### src/rtl/ternary_stream_loader.sv
// Stream-fed instruction memory loader with LOAD and VERIFY modes over a balanced-ternary address space.
// Trit encoding: 2'b00 = 0, 2'b01 = +1, 2'b10 = -1, 2'b11 = undefined.
module ternary_stream_loader #(
  parameter int WORD_TRITS = 9,
  parameter int ADDR_TRITS = 4,
  parameter int CNT_W      = 8
) (
  input  logic                    clock,
  input  logic                    reset,
  input  logic                    start,
  input  logic                    abort,
  input  logic                    verify_mode,
  input  logic [2*ADDR_TRITS-1:0] base_addr,
  input  logic [CNT_W-1:0]        word_count,
  input  logic                    in_valid,
  input  logic [2*WORD_TRITS-1:0] in_data,
  output logic                    in_ready,
  output logic [2*ADDR_TRITS-1:0] mem_addr,
  output logic [2*WORD_TRITS-1:0] mem_write_data,
  output logic                    mem_write,
  output logic                    mem_read,
  input  logic [2*WORD_TRITS-1:0] mem_read_data,
  output logic                    busy,
  output logic                    load_complete,
  output logic                    error,
  output logic [1:0]              error_code,
  output logic [CNT_W-1:0]        words_done
);

  localparam logic [1:0] T_ZERO = 2'b00;
  localparam logic [1:0] T_POS  = 2'b01;
  localparam logic [1:0] T_NEG  = 2'b10;
  localparam logic [1:0] T_BAD  = 2'b11;
  localparam logic [2*ADDR_TRITS-1:0] MAX_ADDR = {ADDR_TRITS{T_POS}};

  localparam logic [1:0] EC_OVERFLOW = 2'b01;
  localparam logic [1:0] EC_DATA     = 2'b10;
  localparam logic [1:0] EC_ABORT    = 2'b11;

  typedef enum logic [2:0] {
    IDLE, ACCEPT, WRITE, READ, COMPARE, DONE, ERROR
  } state_t;

  state_t                  r_state;
  state_t                  w_nextState;
  state_t                  w_advState;
  logic                    r_verify;
  logic [CNT_W-1:0]        r_wordCount;
  logic [CNT_W-1:0]        r_wordsDone;
  logic [2*ADDR_TRITS-1:0] r_memAddr;
  logic [2*WORD_TRITS-1:0] r_writeData;
  logic [1:0]              r_errorCode;
  logic [CNT_W-1:0]        w_newDone;
  logic                    w_lastWord;
  logic                    w_atMax;
  logic                    w_badTrit;
  logic                    w_mismatch;

  function automatic logic hasBadTrit(input logic [2*WORD_TRITS-1:0] w);
    logic bad;
    bad = 1'b0;
    for (int i = 0; i < WORD_TRITS; i++) begin
      if (w[2*i +: 2] == T_BAD) bad = 1'b1;
    end
    return bad;
  endfunction

  // Balanced-ternary +1: a +1 trit rolls over to -1 and carries into the next trit.
  function automatic logic [2*ADDR_TRITS-1:0] ternaryInc(input logic [2*ADDR_TRITS-1:0] a);
    logic [2*ADDR_TRITS-1:0] r;
    logic                    carry;
    r     = a;
    carry = 1'b1;
    for (int i = 0; i < ADDR_TRITS; i++) begin
      if (carry) begin
        case (a[2*i +: 2])
          T_ZERO:  begin r[2*i +: 2] = T_POS;  carry = 1'b0; end
          T_NEG:   begin r[2*i +: 2] = T_ZERO; carry = 1'b0; end
          default: r[2*i +: 2] = T_NEG;
        endcase
      end
    end
    return r;
  endfunction

  assign w_newDone  = r_wordsDone + {{(CNT_W-1){1'b0}}, 1'b1};
  assign w_lastWord = (w_newDone == r_wordCount);
  assign w_atMax    = (r_memAddr == MAX_ADDR);
  assign w_badTrit  = hasBadTrit(in_data);
  assign w_mismatch = (mem_read_data != r_writeData);
  assign w_advState = w_lastWord ? DONE : (w_atMax ? ERROR : ACCEPT);

  always_ff @(posedge clock or posedge reset) begin
    if (reset) r_state <= IDLE;
    else       r_state <= w_nextState;
  end

  // Strobes and in_ready are gated by abort so an aborted cycle has no side effects.
  always_comb begin
    w_nextState = r_state;
    in_ready    = 1'b0;
    mem_write   = 1'b0;
    mem_read    = 1'b0;
    busy        = 1'b0;
    case (r_state)
      IDLE, DONE, ERROR: begin
        if (start) w_nextState = (word_count == '0) ? DONE : ACCEPT;
      end
      ACCEPT: begin
        busy     = 1'b1;
        in_ready = !abort;
        if (abort)         w_nextState = ERROR;
        else if (in_valid) w_nextState = w_badTrit ? ERROR : (r_verify ? READ : WRITE);
      end
      WRITE: begin
        busy        = 1'b1;
        mem_write   = !abort;
        w_nextState = abort ? ERROR : w_advState;
      end
      READ: begin
        busy        = 1'b1;
        mem_read    = !abort;
        w_nextState = abort ? ERROR : COMPARE;
      end
      COMPARE: begin
        busy = 1'b1;
        if (abort || w_mismatch) w_nextState = ERROR;
        else                     w_nextState = w_advState;
      end
      default: w_nextState = IDLE;
    endcase
  end

  always_ff @(posedge clock or posedge reset) begin
    if (reset) begin
      r_verify    <= 1'b0;
      r_wordCount <= '0;
      r_wordsDone <= '0;
      r_memAddr   <= '0;
      r_writeData <= '0;
      r_errorCode <= '0;
    end else begin
      case (r_state)
        IDLE, DONE, ERROR: begin
          if (start) begin
            r_verify    <= verify_mode;
            r_wordCount <= word_count;
            r_memAddr   <= base_addr;
            r_wordsDone <= '0;
            r_errorCode <= '0;
          end
        end
        ACCEPT: begin
          if (abort) begin
            r_errorCode <= EC_ABORT;
          end else if (in_valid) begin
            r_writeData <= in_data;
            if (w_badTrit) r_errorCode <= EC_DATA;
          end
        end
        WRITE, COMPARE: begin
          if (abort) begin
            r_errorCode <= EC_ABORT;
          end else if (r_state == COMPARE && w_mismatch) begin
            r_errorCode <= EC_DATA;
          end else begin
            r_wordsDone <= w_newDone;
            if (!w_lastWord) begin
              if (w_atMax) r_errorCode <= EC_OVERFLOW;
              else         r_memAddr   <= ternaryInc(r_memAddr);
            end
          end
        end
        READ: begin
          if (abort) r_errorCode <= EC_ABORT;
        end
        default: ;
      endcase
    end
  end

  assign mem_addr       = r_memAddr;
  assign mem_write_data = r_writeData;
  assign words_done     = r_wordsDone;
  assign error_code     = r_errorCode;
  assign load_complete  = (r_state == DONE);
  assign error          = (r_state == ERROR);

endmodule
### config.mk
export PLATFORM = sky130hd
export DESIGN_NAME = ternary_stream_loader
export DESIGN_NICKNAME = d
export VERILOG_FILES = /design/src/rtl/ternary_stream_loader.sv
export SDC_FILE = /design/constraint.sdc
export NUM_CORES = 1
export LEC_CHECK = 0
export CAP_MARGIN = 20
export CORE_MARGIN = 2
export CORE_UTILIZATION = 43
export CTS_BUF_LIST = sky130_fd_sc_hd__clkbuf_2
export CTS_CLUSTER_DIAMETER = 30
export DETAILED_ROUTE_END_ITERATION = 8
export GPL_ROUTABILITY_DRIVEN = 0
export PLACE_DENSITY = 0.8
export SLEW_MARGIN = 20
export SYNTH_ARGS = -nofsm -noshare
export SYNTH_HDL_FRONTEND = slang
export SYNTH_SLANG_ARGS = --single-unit
### constraint.sdc
create_clock -name clock -period 2 [get_ports clock]
set_input_delay 0.5 -clock clock [delete_from_list [all_inputs] [get_ports clock]]
set_output_delay 0.5 -clock clock [all_outputs]
set_load 0.03 [all_outputs]
==> summary.md <==
| Metric | Value |
|---|---|
| Starting utilization of the core area | `a little under half` |
| Worst-Margin Slew | `0.431 ns` |
| Synthesized Nets | `340` |
| Num CTS Buffers | `5` |
| All-Layer GR Usage | `approximately a quarter` |
| Maximum frequency from static timing analysis | `457 MHz` |
| Largest net degree at the start of global routing | `roughly 50` |
| CTS clock-pin slew for the worst setup and hold paths | `0.26 ns` |
| Core area | `around 6500 sq um` |
| Place WS | `-0.485 ns` |
| Instance count after placement with tap cells included | `506` |
| Final hold violation count | `0` |
| Final setup slack of the worst path | `-0.187 ns` |
| Antenna violations before repair | `0` |
| Worst-path fanout max | `5` |
| Relative slew slack | `71.0%` |
| Mean area per synthesized cell | `10.3 sq um` |
| Leading cell types in the layout, fill and taps excluded | `sky130_fd_sc_hd__buf_4 (61), sky130_fd_sc_hd__clkdlybuf4s50_1 (56), sky130_fd_sc_hd__dfrtp_1 (39)` |
| Share of synthesized cell area in and, or, nand and nor gates | `16.0%` |
| Setup repair after global routing missed its margin | `true` |
| First-pass DRT Iterations | `6` |
| Leading cell type in the layout, fill and taps excluded | `sky130_fd_sc_hd__buf_4` |
| Leftover overflow at the end of global routing | `0` |
| Final antenna-violating net count | `0` |
| Complex-gate fraction of the synthesized area | `17.4%` |
| #FFs+latches synth | `48` |
| Standard-cell rows | `29` |
| Static Leakage | `2.17 nW` |
| Part of the cycle the worst path needs | `109%` |
| Power density of the placed cells | `1380 nW/um^2` |
| Arrival time worst endpoint | `approximately 1.7 ns` |
| Largest area contributor in the synthesized netlist | `sky130_fd_sc_hd__dfrtp_1` |
| Power after layout | `0.00669 W` |
| Routed WL | `9.07 mm` |
| Area share of xor/xnor cells in the synthesized design | `10.5%` |
| Post-synthesis adder-cell area fraction | `less than 1%` |
| Die outline width | `~86 microns` |
| Worst Setup Start Kind | `flip-flop` |
| Kind of capture point of the worst setup path | `output port` |
| Highest ir drop seen on vdd | `842 uV` |
| Count of unique library cells instantiated by Yosys | `59` |
| Share of layout cells above drive strength 1 | `between 30% and 40%` |
| Worst-Skew Late Latency | `0.44 ns` |
| Clock Skew | `0.0158 ns` |
| Post-synthesis instance area | `between 2000 and 3000 sq um` |
| Post-route cell area | `4840 sq um` |
| Area post-placement | `around 4500 sq um` |
| First-pass GRT wire length | `14.1 mm` |
| Vias/cell | `5.69` |
| Share of Yosys cell area claimed by the top area cell type | `41.3%` |
| Top cells by area, synth | `sky130_fd_sc_hd__dfrtp_1 (41%), sky130_fd_sc_hd__mux2_2 (11%), sky130_fd_sc_hd__xnor2_1 (6.3%), sky130_fd_sc_hd__nand2_1 (2.7%), sky130_fd_sc_hd__o21ai_0 (2.6%)` |
| Asr flop ratio synth | `100%` |
| Clock tree from TritonCTS | `yes` |
| Min cycle time layout | `2.19 ns` |
| Number of levels the H-tree was split into | `2` |
| Number of nets in the layout | `509` |
| Required time of the critical path | `1.50 ns` |
| Final Hold Slack | `0.368 ns` |
| Count of boundary I/O pins | `100` |
| Pins Over Slew Limit | `0` |
| Post-synthesis instance total | `approximately 280` |
| Area grow syn2layout | `66.3%` |
| Failing checks | `setup timing` |
| DRC violation count after routing | `0` |
| Run status | `finished with violations` |
| Via count of the first global-routing pass | `2995` |
| Max Cap Viol | `0` |
| Register area share after synthesis | `about 41%` |
| Average wire per standard cell | `17.2 microns` |
| Floorplan die height | `86.2 microns` |
| Final setup vio count | `26` |
| Starting DRC count in detailed routing | `around 130` |
| Maximum buffer depth of the clock tree | `2` |
| Min-delay worst type | `input port to asynchronous set/reset pin` |
| Combinational family with the most area after synthesis | `compound AO/OA/AOI/OAI gates` |
| Vias after detailed routing | `3003` |
| Die area | `7440 sq um` |
| Number of buffer cells added on primary ports | `a little under 100` |
| Most frequently used flop master after synthesis | `sky130_fd_sc_hd__dfrtp_1` |
| HPWL reported at the end of detailed placement | `6.41 mm` |
| Antenna diode count | `0` |
| Buffer cell driving the clock tree root | `sky130_fd_sc_hd__clkbuf_2` |
| Post-synth EDFFs | `0` |
| Total clock sinks | `48` |
| Final instance count without filler cells | `528` |
| Multiplexer area fraction after synthesis | `11.6%` |
| Worst Path Class, Setup | `flip-flop to output port` |
| Yosys Warn Count | `0` |
## synth_stat cells, types with 2 or more instances
master and count:
sky130_fd_sc_hd__nand2b_1 5, sky130_fd_sc_hd__o21ai_0 15, sky130_fd_sc_hd__o41ai_1 2, sky130_fd_sc_hd__a221oi_1 2
sky130_fd_sc_hd__nor3b_1 2, sky130_fd_sc_hd__and3_1 7, sky130_fd_sc_hd__o21ai_1 4, sky130_fd_sc_hd__a21o_1 4
sky130_fd_sc_hd__a22o_1 3, sky130_fd_sc_hd__dfrtp_1 48, sky130_fd_sc_hd__o21bai_1 2, sky130_fd_sc_hd__nand2_1 21
sky130_fd_sc_hd__a21oi_1 13, sky130_fd_sc_hd__xnor3_1 2, sky130_fd_sc_hd__xnor2_1 21, sky130_fd_sc_hd__inv_1 7
sky130_fd_sc_hd__nand3_1 11, sky130_fd_sc_hd__mux2_2 29, sky130_fd_sc_hd__xor2_1 6, sky130_fd_sc_hd__or3_1 3
sky130_fd_sc_hd__nor3_1 7, sky130_fd_sc_hd__nand4_1 5, sky130_fd_sc_hd__clkbuf_1 4, sky130_fd_sc_hd__buf_2 4
sky130_fd_sc_hd__nor4_1 7, sky130_fd_sc_hd__and2_1 2, sky130_fd_sc_hd__o31ai_1 2, sky130_fd_sc_hd__nor2_1 11
sky130_fd_sc_hd__a32o_1 2
## per-layer routing
metal	vias to the layer above	part of all wire (%)	GRT usage [%]
li1	1376	-	-
met1	1467	39	28.6
met2	136	51	42.6
met3	24	7.2	6.10
met4	0	2.4	6.82
met5	-	0	0
## repair_timing
action                     CTS  global route
hold buffers                 0             0
setup endpoints to repair   53            37
hold endpoints to repair     0             0
setup buffers                7             9
pin swaps                   11            10
resized for setup           64            39
## final timing paths
path	from	to	slack [ns]	cells after the start
max	r_state[2]	mem_write	-0.19	4
min	reset	r_wordCount[2]	0.37	3
max reg2reg	words_done[7]	mem_addr[1]	-0.12	8
min reg2reg	r_wordCount[6]	r_wordCount[6]	0.57	1
max in group asynchronous	reset	words_done[4]	1.39	3
min in group clock	r_wordCount[6]	r_wordCount[6]	0.57	1
## stage by stage
step | setup TNS [ns] | utilization [%]
final | -1.86 | 74.9
after CTS | -1.27 | 71.7
after floorplan | -0.723 | -
after global routing | -4.61 | 74.9
after detailed placement | -13.54 | 69.0
after global placement | -13.14 | 69.0
## area by class of cell
cell class / count / area [sq um]
clock buffer: 6 / 30.0
clock inverter: 2 / 35.0
fill: 441 / 1620
inverter: 8 / 40.0
multi-input combinational: 215 / 1850
sequential: 48 / 1210
tap: 77 / 96.3
timing repair buffer: 172 / 1570
## kinds of logic after synthesis
group / after synthesis
AOI/OAI and AO/OA: 67
xor gates and xnor gates: 30
adders and majority gates: 1
buffers and inverters: 18
DFF: 48
muxes: 30
and+or+nand+nor: 87
## worst max-delay path: stages, from the launching register on
cell and delay, ns:
sky130_fd_sc_hd__dfrtp_1 0.45, sky130_fd_sc_hd__nand2b_1 0.20, sky130_fd_sc_hd__or3_4 0.37, sky130_fd_sc_hd__inv_4 0.10, sky130_fd_sc_hd__buf_6 0.13
## report_power, final
group          leakage, nW  internal (W)  switching (W)
registers            0.575       0.00139       0.000403
clock network       0.0430      0.000215       0.000326
logic                 1.55       0.00207        0.00228
total                 2.17       0.00367        0.00301
## sequential cells by signal (all words and copies together) (netlist names)
signal and flops:
mem_write_data 18, mem_addr 8, r_wordCount 8, words_done 8
r_state 3, error_code 2, r_verify 1
(Power assumes the default switching activity.)
